[src/rtl/mul_36_241_recon.sv]
// mul_36_241_recon: reconstructs a 36-bit dividend x = q*241 + r, one quotient nibble per cycle
//   clk, rst             : rising-edge clock, synchronous active-high reset
//   in_valid/in_ready    : operand handshake (q[31:0], r[7:0]) accepted in IDLE only
//   out_valid/out_ready  : result handshake; x[35:0] and err held while stalled
//   err                  : illegal remainder or 36-bit overflow, built only with MUL_241_RANGE_CHECK_EN
module mul_36_241_recon (
  input  logic        clk,
  input  logic        rst,
  input  logic        in_valid,
  output logic        in_ready,
  input  logic [31:0] q,
  input  logic [7:0]  r,
  output logic        out_valid,
  input  logic        out_ready,
  output logic [35:0] x,
  output logic        err
);
  typedef enum logic [1:0] {IDLE, RUN, DONE} state_t;
  localparam logic [11:0] T [16] = '{12'd0, 12'd241, 12'd482, 12'd723, 12'd964, 12'd1205,
                                     12'd1446, 12'd1687, 12'd1928, 12'd2169, 12'd2410,
                                     12'd2651, 12'd2892, 12'd3133, 12'd3374, 12'd3615};
  state_t      state_q, state_d;
  logic [31:0] q_q, q_d;
  logic [7:0]  r_q, r_d;
  logic [39:0] acc_q, acc_d;
  logic [2:0]  cnt_q, cnt_d;
  logic [3:0]  d;
  logic        last;
  // {~cnt,2'b11} == 31-4*cnt: MSB nibble first
  assign d         = q_q[{~cnt_q, 2'b11} -: 4];
  assign last      = cnt_q == 3'd7;
  assign in_ready  = state_q == IDLE;
  assign out_valid = state_q == DONE;
  assign x         = acc_q[35:0];
  always_comb begin
    state_d = state_q;
    q_d     = q_q;
    r_d     = r_q;
    acc_d   = acc_q;
    cnt_d   = cnt_q;
    if (state_q == IDLE && in_valid) begin
      state_d = RUN;
      q_d     = q;
      r_d     = r;
      acc_d   = '0;
      cnt_d   = '0;
    end
    if (state_q == RUN) begin
      acc_d   = {acc_q[35:0], 4'd0} + {28'd0, T[d]} + {32'd0, last ? r_q : 8'd0};
      cnt_d   = cnt_q + 3'd1;
      state_d = last ? DONE : RUN;
    end
    if (state_q == DONE && out_ready) state_d = IDLE;
  end
  always_ff @(posedge clk) begin
    if (rst) begin
      state_q <= IDLE;
      q_q     <= '0;
      r_q     <= '0;
      acc_q   <= '0;
      cnt_q   <= '0;
    end else begin
      state_q <= state_d;
      q_q     <= q_d;
      r_q     <= r_d;
      acc_q   <= acc_d;
      cnt_q   <= cnt_d;
    end
  end
`ifdef MUL_241_RANGE_CHECK_EN
  assign err = out_valid && (r_q > 8'd240 || |acc_q[39:36]);
`else
  assign err = 1'b0;
`endif
endmodule

[config.mk]
export PLATFORM = sky130hd
export DESIGN_NAME = mul_36_241_recon
export DESIGN_NICKNAME = d
export VERILOG_FILES = /design/src/rtl/mul_36_241_recon.sv
export SDC_FILE = /design/constraint.sdc
export NUM_CORES = 1
export LEC_CHECK = 0
export CAP_MARGIN = 20
export CORE_MARGIN = 2
export CORE_UTILIZATION = 57
export CTS_CLUSTER_SIZE = 12
export DETAILED_ROUTE_END_ITERATION = 10
export PLACE_DENSITY = 0.86
export SETUP_SLACK_MARGIN = 0.2
export SLEW_MARGIN = 30
export SYNTH_ARGS = -nofsm -noshare
export SYNTH_HDL_FRONTEND = slang
export SYNTH_SLANG_ARGS = --single-unit
export TNS_END_PERCENT = 50
[constraint.sdc]
create_clock -name clk -period 10.64 [get_ports clk]
set_input_delay 2.128 -clock clk [delete_from_list [all_inputs] [get_ports clk]]
set_output_delay 2.128 -clock clk [all_outputs]
set_load 0.005 [all_outputs]
==> out/metrics.sh, run 1 <==
CRITICAL_PATH_PEAK_FANOUT=12
NATURE_OF_THE_CRITICAL_PATH_STARTPOINT='flip-flop'
GRT_SETUP_UNREPAIRED='false'
NETLIST_AREA_UM2=4590
PLACED_AREA_UM2=5410
POWER.STATIC_LEAKAGE_nW=2.13
POSTSYNTHAREAPERCELL_UM2=8.11
GRT-OVFL-TOTAL=0
SEQPWRFRAC=0.483
SYNTH_EDF_COUNT=0
MAXIMUM_NUMBER_OF_PINS_ON_ONE_NET_BEFORE_GLOBAL_ROUTE_REPAIR=55
SYNTH-SEQ-CELLS=81
ANTENNADIODECOUNT=0
TRITONCTS='yes'
ASYNCSETRESETFLOPFRACSYNTH=0
CLOCK_SKEW_NS=0.0151
HOLD_VIOLATIONS=0
STATUS='complete, no violations'
SYNTH_CELL_TYPE_COUNT=54
PLACEABLECOREAREA_UM2=7770
SYNTH_FLOP_CELL='sky130_fd_sc_hd__dfxtp_1'
SYNTH_TOP_AREA_SHARE=0.353
CLOCK_LATENCY_NS=0.37
DRT_FIRST_PASS_ITERS=5
NETS=702
CRITPATHMOSTFREQUENTCELL='sky130_fd_sc_hd__ha_1'
HOLD_START='r_q[1]$_SDFFE_PP0P_'
SEQ_AREA_FRAC_SYNTH=0.353
CELL_TYPE_CONTRIBUTING_THE_MOST_TOTAL_CELL_AREA_AFTER_SYNTHESIS='sky130_fd_sc_hd__dfxtp_1'
SYNTHESIS_TO_LAYOUT_AREA_GROWTH_PCT=22.6
ANTENNA_VIOLATIONS_BEFORE_REPAIR=0
REGTOREGENDPOINT='acc_q[35]$_SDFFE_PP0P_'
FINAL_SETUP_FAILS=0
MULTI_INPUT_COMB_AREA_UM2=2740
WL_UM=12200
INTERNAL_POWER_mW=0.478
CHAIN_OF_CELLS_FORMING_THE_CRITICAL_PATH='mux4_2 -> mux2i_1 -> ha_1 -> nand3_1 -> a21boi_0 -> fa_1 -> inv_1 -> ha_1 -> nand2_1 -> a2111o_1 -> a2111oi_0 -> a21oi_1 -> a211o_1'
CRITICAL-PATH-MAX-STAGE-DELAY_NS=0.70
POST_ROUTE_CELL_AREA_UM2=5630
POST_CTS_RESIZED=0
SYNTHESIS.NETS=641
FP-ROW-COUNT=32
DP_HPWL_UM=8620
HTREEDEPTH=3
FINAL.MIN_CLOCK_PERIOD_NS=4.88
CELL_TYPES_OCCUPYING_THE_MOST_AREA_AFTER_SYNTHESIS='sky130_fd_sc_hd__dfxtp_1 35%, sky130_fd_sc_hd__nand2_1 11%, sky130_fd_sc_hd__a21oi_1 7.2%'
FILLER_CELL_COUNT=603
SYNTHCELLS=566
FP.DIEW_UM=93.7
POWER.DENSITY_CELL_AREA_nW_PER_UM2=121
ANT_NETS=0
WORST_R2R_STARTPOINT='cnt_q[0]$_SDFFE_PP0P_'
FINAL_GP_CONGESTION=0.922
POWER_FRAC_CLOCK=0.356
WHS_PATH_DEPTH=2
IR_WORST_VDD_mV=0.0688
FIRST_GLOBAL_VIAS=4150
CRIT_PATH_TOP_DELAY_CELL='sky130_fd_sc_hd__dfxtp_1'
SETUP-TNS-FINAL_NS=0
LAYOUT_COMMON_CELLS='134 x sky130_fd_sc_hd__nand2_1, 81 x sky130_fd_sc_hd__dfxtp_1, 80 x sky130_fd_sc_hd__clkdlybuf4s50_1'
TIMING_WORST_SETUP_PATH_TYPE='flip-flop to flip-flop'
POWER.COMBINATIONAL.FRACTION=0.161
TIMING.REG2REG.WORST_PATH_DEPTH=13
IO_PINS=83
DETAILEDROUTE.FIRSTITERATIONVIOLATIONS=315
POST_DRT_VIA_CELL_RATIO=5.94
WHS_ENDPOINT='r_q[1]$_SDFFE_PP0P_'
WORST_SLEW_PIN_SLEW_NS=0.949
DATA_REQUIRED_CRITICAL_PATH_NS=10.90
WORST_HOLD_PATH_TYPE='flip-flop to flip-flop'
P_SW_mW=0.201
ROUTE.DETAILED.WL_PER_INST_UM=16.7
CTS-ROOT-BUF='sky130_fd_sc_hd__clkbuf_8'
ARRIVAL_NS=5.14
MAX_CLOCK_FREQ_GHz=0.205
GRT_PASS1_WL_UM=20000
NUMCTSBUFFERS=9
CTS.SINKS=81
REPORT.FINAL.SLEW_VIOL_COUNT=0
DIEHEIGHT_UM=93.7
INITIAL_UTILIZATION=0.591
POST-ROUTE-DRC-COUNT=0
LEADING_CELL_TYPE_IN_THE_LAYOUT_FILL_AND_TAPS_EXCLUDED='sky130_fd_sc_hd__nand2_1'
WORSTSETUPENDPOINTTYPE='flip-flop'
DRIVE_GT1_FRAC=0.0759
CAP_VIOL_MAX_COUNT=0
DIE_AREA_UM2=8790
TIMING.SLEW.HEADROOM=0.367
SWITCHING_SHARE=0.296
CTS_SETUP_BUFFERS=0
YOSYSWARNINGCOUNT=0
POST_CTS_HOLD_BUFFER_COUNT=0
REG2REG_SETUP_SLACK_NS=5.76
IO_BUFFERS=81
CTS-ROOT-TO-SINK-BUFFERS=2
FINAL_MIN_PERIOD_OVER_CLOCK_PERIOD=0.459
PATH_CLK_SLEW_NS=0.09
VIAS=4360
SEQ_AREA_UM2=1620
GLOBALROUTETOTALUTIL=0.288
[how the worst max path moves through the flow]
stage | start | to | slack, ns | cells past startpoint
after global routing | cnt_q[0]$_SDFFE_PP0P_ | acc_q[35]$_SDFFE_PP0P_ | 5.33 | 13
after detailed placement | cnt_q[0]$_SDFFE_PP0P_ | acc_q[35]$_SDFFE_PP0P_ | 5.80 | 13
final | cnt_q[0]$_SDFFE_PP0P_ | acc_q[35]$_SDFFE_PP0P_ | 5.76 | 13
after CTS | cnt_q[0]$_SDFFE_PP0P_ | acc_q[35]$_SDFFE_PP0P_ | 5.74 | 13
after floorplan | cnt_q[0]$_SDFFE_PP0P_ | acc_q[35]$_SDFFE_PP0P_ | 6.54 | 14
after global placement | cnt_q[0]$_SDFFE_PP0P_ | acc_q[35]$_SDFFE_PP0P_ | 6.02 | 13
[kinds of logic (layout without fill, tap and decap cells)]
kind of cell / Yosys count / after routing / synth area share
flip-flops: 81 / 81 / 0.353
AO/OA/AOI/OAI: 145 / 145 / 0.204
adder cells (fa/ha/maj): 31 / 31 / 0.0927
AND/OR/NAND/NOR: 212 / 212 / 0.202
buffers and inverters: 60 / 126 / 0.0526
other: 1 / 1 / 0.000817
multiplexers: 14 / 14 / 0.0526
XOR/XNOR: 22 / 22 / 0.0420
[through the flow]
stage / worst slack [ns] / power, mW / hold WS [ns] / utilization / cells
after global placement: 6.02 / 0.437 / 0.441 / 0.697 / 718
final: 5.76 / 0.679 / 0.460 / 0.725 / 734
after global routing: 5.33 / 0.706 / 0.473 / 0.725 / 734
after floorplan: 6.54 / 0.400 / 0.432 / - / 566
after CTS: 5.74 / 0.678 / 0.458 / 0.724 / 734
after detailed placement: 5.80 / 0.441 / 0.443 / 0.697 / 718
[area by class of cell]
| class | instances | area share |
|---|---|---|
| clock buffer | 9 | 0.0220 |
| inverter | 25 | 0.0167 |
| multi-input combinational | 425 | 0.486 |
| clock inverter | 7 | 0.0156 |
| tap | 102 | 0.0227 |
| sequential | 81 | 0.288 |
| timing repair buffer | 85 | 0.149 |
[flip-flops by register name, summed over array words and instances, names as in the netlist]
name     flops
cnt_q        3
acc_q       36
state_q      2
q_q         32
r_q          8
[worst max-delay path, delay by kind of cell, from the launching register on]
family / cells / cell delay (ns)
buffers and inverters: 1 / 0.04
and+or+nand+nor: 2 / 0.18
adders and majority gates: 3 / 1.15
muxes: 2 / 0.94
DFF: 1 / 0.70
AOI/OAI and AO/OA: 5 / 1.77
[power groups by stage]
| stage | sequential (mW) | combinational (mW) | clock (mW) |
|---|---|---|---|
| 4_1_cts | 0.328 | 0.108 | 0.242 |
| 6_report | 0.328 | 0.109 | 0.242 |
| 2_1_floorplan | 0.329 | 0.0711 | 0 |
| 3_5_place_dp | 0.334 | 0.106 | 0 |
| 3_3_place_gp | 0.333 | 0.103 | 0 |
| 5_1_grt | 0.329 | 0.121 | 0.256 |
[layer usage]
layer	wire length (um)	vias to the layer above	track usage	part of all wire
met5	0	-	0	0
met4	509	0	0.141	0.042
met1	5030	2055	0.363	0.41
met3	716	45	0.0449	0.059
met2	5980	178	0.482	0.49
li1	-	2082	-	-
[synth_stat cells, types with 5 or more instances]
cell type,n
sky130_fd_sc_hd__a2111oi_2,7
sky130_fd_sc_hd__a211oi_1,8
sky130_fd_sc_hd__a21oi_1,66
sky130_fd_sc_hd__and2_1,7
sky130_fd_sc_hd__and3_1,7
sky130_fd_sc_hd__clkbuf_1,26
sky130_fd_sc_hd__dfxtp_1,81
sky130_fd_sc_hd__fa_1,5
sky130_fd_sc_hd__ha_1,26
sky130_fd_sc_hd__inv_1,25
sky130_fd_sc_hd__mux2i_1,5
sky130_fd_sc_hd__mux4_2,8
sky130_fd_sc_hd__nand2_1,134
sky130_fd_sc_hd__nand3_1,17
sky130_fd_sc_hd__nand4_1,7
sky130_fd_sc_hd__nor2_1,22
sky130_fd_sc_hd__o21ai_0,26
sky130_fd_sc_hd__xnor2_1,19
No activity file was read; power rests on OpenSTA's default activity.
==> run 2, diff against run 1 <==
--- a/config.mk
+++ b/config.mk
@@ -7,10 +7,10 @@
 export LEC_CHECK = 0
 export CAP_MARGIN = 20
 export CORE_MARGIN = 2
-export CORE_UTILIZATION = 57
+export CORE_UTILIZATION = 48
 export CTS_CLUSTER_SIZE = 12
 export DETAILED_ROUTE_END_ITERATION = 10
-export PLACE_DENSITY = 0.86
+export PLACE_DENSITY = 0.77
 export SETUP_SLACK_MARGIN = 0.2
 export SLEW_MARGIN = 30
 export SYNTH_ARGS = -nofsm -noshare
==> constraint.sdc (replaced) <==
create_clock -name clk -period 4.3 [get_ports clk]
set_input_delay 0.86 -clock clk [delete_from_list [all_inputs] [get_ports clk]]
set_output_delay 0.86 -clock clk [all_outputs]
set_load 0.005 [all_outputs]
==> out/metrics.sh, run 2 (same netlist as run 1, synthesis figures left out) <==
PLACEABLECOREAREA_UM2=9240
REG2REG_SETUP_SLACK_NS=0.19
TIMING.SLEW.HEADROOM=0.389
PATH_CLK_SLEW_NS=0.09
ANTENNADIODECOUNT=0
DIE_AREA_UM2=10400
POST_DRT_VIA_CELL_RATIO=5.73
CLOCK_LATENCY_NS=0.37
HTREEDEPTH=3
ANTENNA_VIOLATIONS_BEFORE_REPAIR=0
LARGEST_REG_FLOPS=36
CHAIN_OF_CELLS_FORMING_THE_CRITICAL_PATH='buf_6 -> mux4_2 -> mux2i_4 -> inv_2 -> ha_4 -> ha_4 -> inv_2 -> fa_2 -> and2b_2 -> o2111ai_4 -> a2111o_1 -> buf_12 -> a211oi_4 -> a21oi_2 -> a221o_1'
WORST_R2R_STARTPOINT='cnt_q[0]$_SDFFE_PP0P_'
FP.DIEW_UM=102
POST-ROUTE-DRC-COUNT=0
STATUS='complete, no violations'
DATA_REQUIRED_CRITICAL_PATH_NS=4.55
TIMING_WORST_SETUP_PATH_TYPE='flip-flop to flip-flop'
LARGEST-REGISTER='acc_q'
FINAL_SETUP_FAILS=0
CRIT_PATH_TOP_DELAY_CELL='sky130_fd_sc_hd__a2111o_1'
FINAL_MIN_PERIOD_OVER_CLOCK_PERIOD=0.956
MAXIMUM_NUMBER_OF_PINS_ON_ONE_NET_BEFORE_GLOBAL_ROUTE_REPAIR=55
FINAL.MIN_CLOCK_PERIOD_NS=4.11
CTS-ROOT-BUF='sky130_fd_sc_hd__clkbuf_8'
REG_TOP3='acc_q (36), q_q (32), r_q (8)'
HOLD_START='r_q[4]$_SDFFE_PP0P_'
TOTAL_POWER_mW=1.81
DP_HPWL_UM=8880
MULTI_INPUT_COMB_AREA_UM2=3040
LAYOUT_COMMON_CELLS='132 x sky130_fd_sc_hd__nand2_1, 80 x sky130_fd_sc_hd__clkdlybuf4s50_1, 79 x sky130_fd_sc_hd__dfxtp_1'
DRIVE_GT1_FRAC=0.159
IR_WORST_VDD_mV=0.172
PRECTSSETUPSLACK_NS=0.146
MAX_CLOCK_FREQ_GHz=0.243
TRITONCTS='yes'
INITIAL_UTILIZATION=0.497
DETAILEDROUTE.FIRSTITERATIONVIOLATIONS=289
GLOBALROUTETOTALUTIL=0.242
GRT_PASS1_WL_UM=19900
FIN_HOLD_WS_NS=0.456
LEADING_CELL_TYPE_IN_THE_LAYOUT_FILL_AND_TAPS_EXCLUDED='sky130_fd_sc_hd__nand2_1'
ANT_NETS=0
CAP_VIOL_MAX_COUNT=0
CRITICAL-PATH-MAX-STAGE-DELAY_NS=0.56
DIEHEIGHT_UM=102
NUMCTSBUFFERS=9
WORST_PATH_DOMINANT_CELL_FAMILY='compound AO/OA/AOI/OAI gates'
WORST_SLEW_PIN_SLEW_NS=0.914
SYNTHESIS_TO_LAYOUT_AREA_GROWTH_PCT=35.9
NATURE_OF_THE_CRITICAL_PATH_STARTPOINT='flip-flop'
CRITPATHBUFINV=4
NETS=729
DRT_FIRST_PASS_ITERS=7
FIN_UTIL=0.675
VIAS=4518
POWER.DENSITY_CELL_AREA_nW_PER_UM2=290
FINAL_GP_CONGESTION=0.888
WORST_HOLD_PATH_TYPE='flip-flop to flip-flop'
REGTOREGENDPOINT='acc_q[19]$_SDFFE_PP0P_'
CTS-ROOT-TO-SINK-BUFFERS=2
SETUP-TNS-FINAL_NS=0
POWER.STATIC_LEAKAGE_nW=2.28
SEQ_AREA_UM2=1620
FIRST_GLOBAL_VIAS=4213
CLOCK_SKEW_NS=0.0155
ROUTE.DETAILED.WL_PER_INST_UM=16.7
WHS_ENDPOINT='r_q[4]$_SDFFE_PP0P_'
HOLD_VIOLATIONS=0
IO_BUFFERS=81
CRITICAL_PATH_PEAK_FANOUT=7
GRT-OVFL-TOTAL=0
FP-ROW-COUNT=35
WHS_PATH_DEPTH=2
REPORT.FINAL.SLEW_VIOL_COUNT=0
WORSTSETUPENDPOINTTYPE='flip-flop'
CTS.SINKS=81
FILLER_CELL_COUNT=708
WL_UM=13200
IO_PINS=83
FINAL_CRITICAL_PATH_SETUP_SLACK_NS=0.191
TIMING.REG2REG.WORST_PATH_DEPTH=15
ARRIVAL_NS=4.36
GRT_SETUP_UNREPAIRED='true'
## run 2: changes by cell type in the layout (fill, tap and decap cells not counted), moves of 3 or more
cell,delta
sky130_fd_sc_hd__a21oi_1,-4
sky130_fd_sc_hd__a21oi_2,+4
sky130_fd_sc_hd__ha_4,+10
sky130_fd_sc_hd__ha_1,-10
sky130_fd_sc_hd__mux2i_1,-3
sky130_fd_sc_hd__buf_6,+3
sky130_fd_sc_hd__a2111oi_4,+6
sky130_fd_sc_hd__a2111oi_2,-5
sky130_fd_sc_hd__buf_4,+21
sky130_fd_sc_hd__inv_2,+4
sky130_fd_sc_hd__inv_1,-4
## run 2: worst max path at each step
stage                               start                     end  cells past startpoint
floorplan           cnt_q[0]$_SDFFE_PP0P_  acc_q[35]$_SDFFE_PP0P_                     14
global placement    cnt_q[0]$_SDFFE_PP0P_  acc_q[35]$_SDFFE_PP0P_                     14
detailed placement  cnt_q[0]$_SDFFE_PP0P_  acc_q[35]$_SDFFE_PP0P_                     14
CTS                 cnt_q[0]$_SDFFE_PP0P_  acc_q[19]$_SDFFE_PP0P_                     15
global route        cnt_q[0]$_SDFFE_PP0P_  acc_q[21]$_SDFFE_PP0P_                     15
finish              cnt_q[0]$_SDFFE_PP0P_  acc_q[19]$_SDFFE_PP0P_                     15
## run 2: metrics by stage
stage	instance area (um^2)	cells
floorplan	4590	566
global placement	5590	764
detailed placement	5590	764
CTS	5850	780
global route	6230	788
finish	6230	788
## run 2: where the power goes
group | leakage, nW | switching, mW | total (mW) | internal (mW)
combinational | 1.50 | 0.178 | 0.355 | 0.176
clock | 0.116 | 0.310 | 0.644 | 0.334
sequential | 0.660 | 0.0257 | 0.807 | 0.781
total | 2.28 | 0.514 | 1.81 | 1.29
## run 2: worst reg2reg max path, delay by kind of cell, from the launching register on
kind / cells / cell delay, ns
adder cells (fa/ha/maj): 3 / 0.77
AO/OA/AOI/OAI: 5 / 1.36
flip-flops: 1 / 0.36
multiplexers: 2 / 0.77
AND/OR/NAND/NOR: 1 / 0.27
buffers and inverters: 4 / 0.47
## run 2: repair_timing
action                     4_1_cts  5_1_grt
pin swaps                        0       18
setup buffers                    0        7
gates resized for setup          6       50
setup endpoints to repair       10       24
hold buffers                     0        0
cloned                           0        1
## run 2: layer usage
layer	global-route usage	vias up	share of wire
met2	0.421	240	0.50
met3	0.0331	38	0.074
li1	-	2140	-
met5	0	-	0
met4	0.0884	0	0.025
met1	0.306	2100	0.40
## run 2: layout make-up
class | count | share of cell area
clock inverters | 7 | 0.0165
inverters | 25 | 0.0151
multi-input cells | 425 | 0.487
well taps | 129 | 0.0259
clock buffers | 9 | 0.0199
repair buffers | 112 | 0.175
flip-flops and latches | 81 | 0.260
==> run 3, diff against run 2 <==
--- a/config.mk
+++ b/config.mk
@@ -10,6 +10,7 @@
 export CORE_UTILIZATION = 48
 export CTS_CLUSTER_SIZE = 12
 export DETAILED_ROUTE_END_ITERATION = 10
+export HOLD_SLACK_MARGIN = 0.1
 export PLACE_DENSITY = 0.77
 export SETUP_SLACK_MARGIN = 0.2
 export SLEW_MARGIN = 30
==> results of run 3 <==
Same layout as run 2: the final DEF is identical, and so are final timing and power.
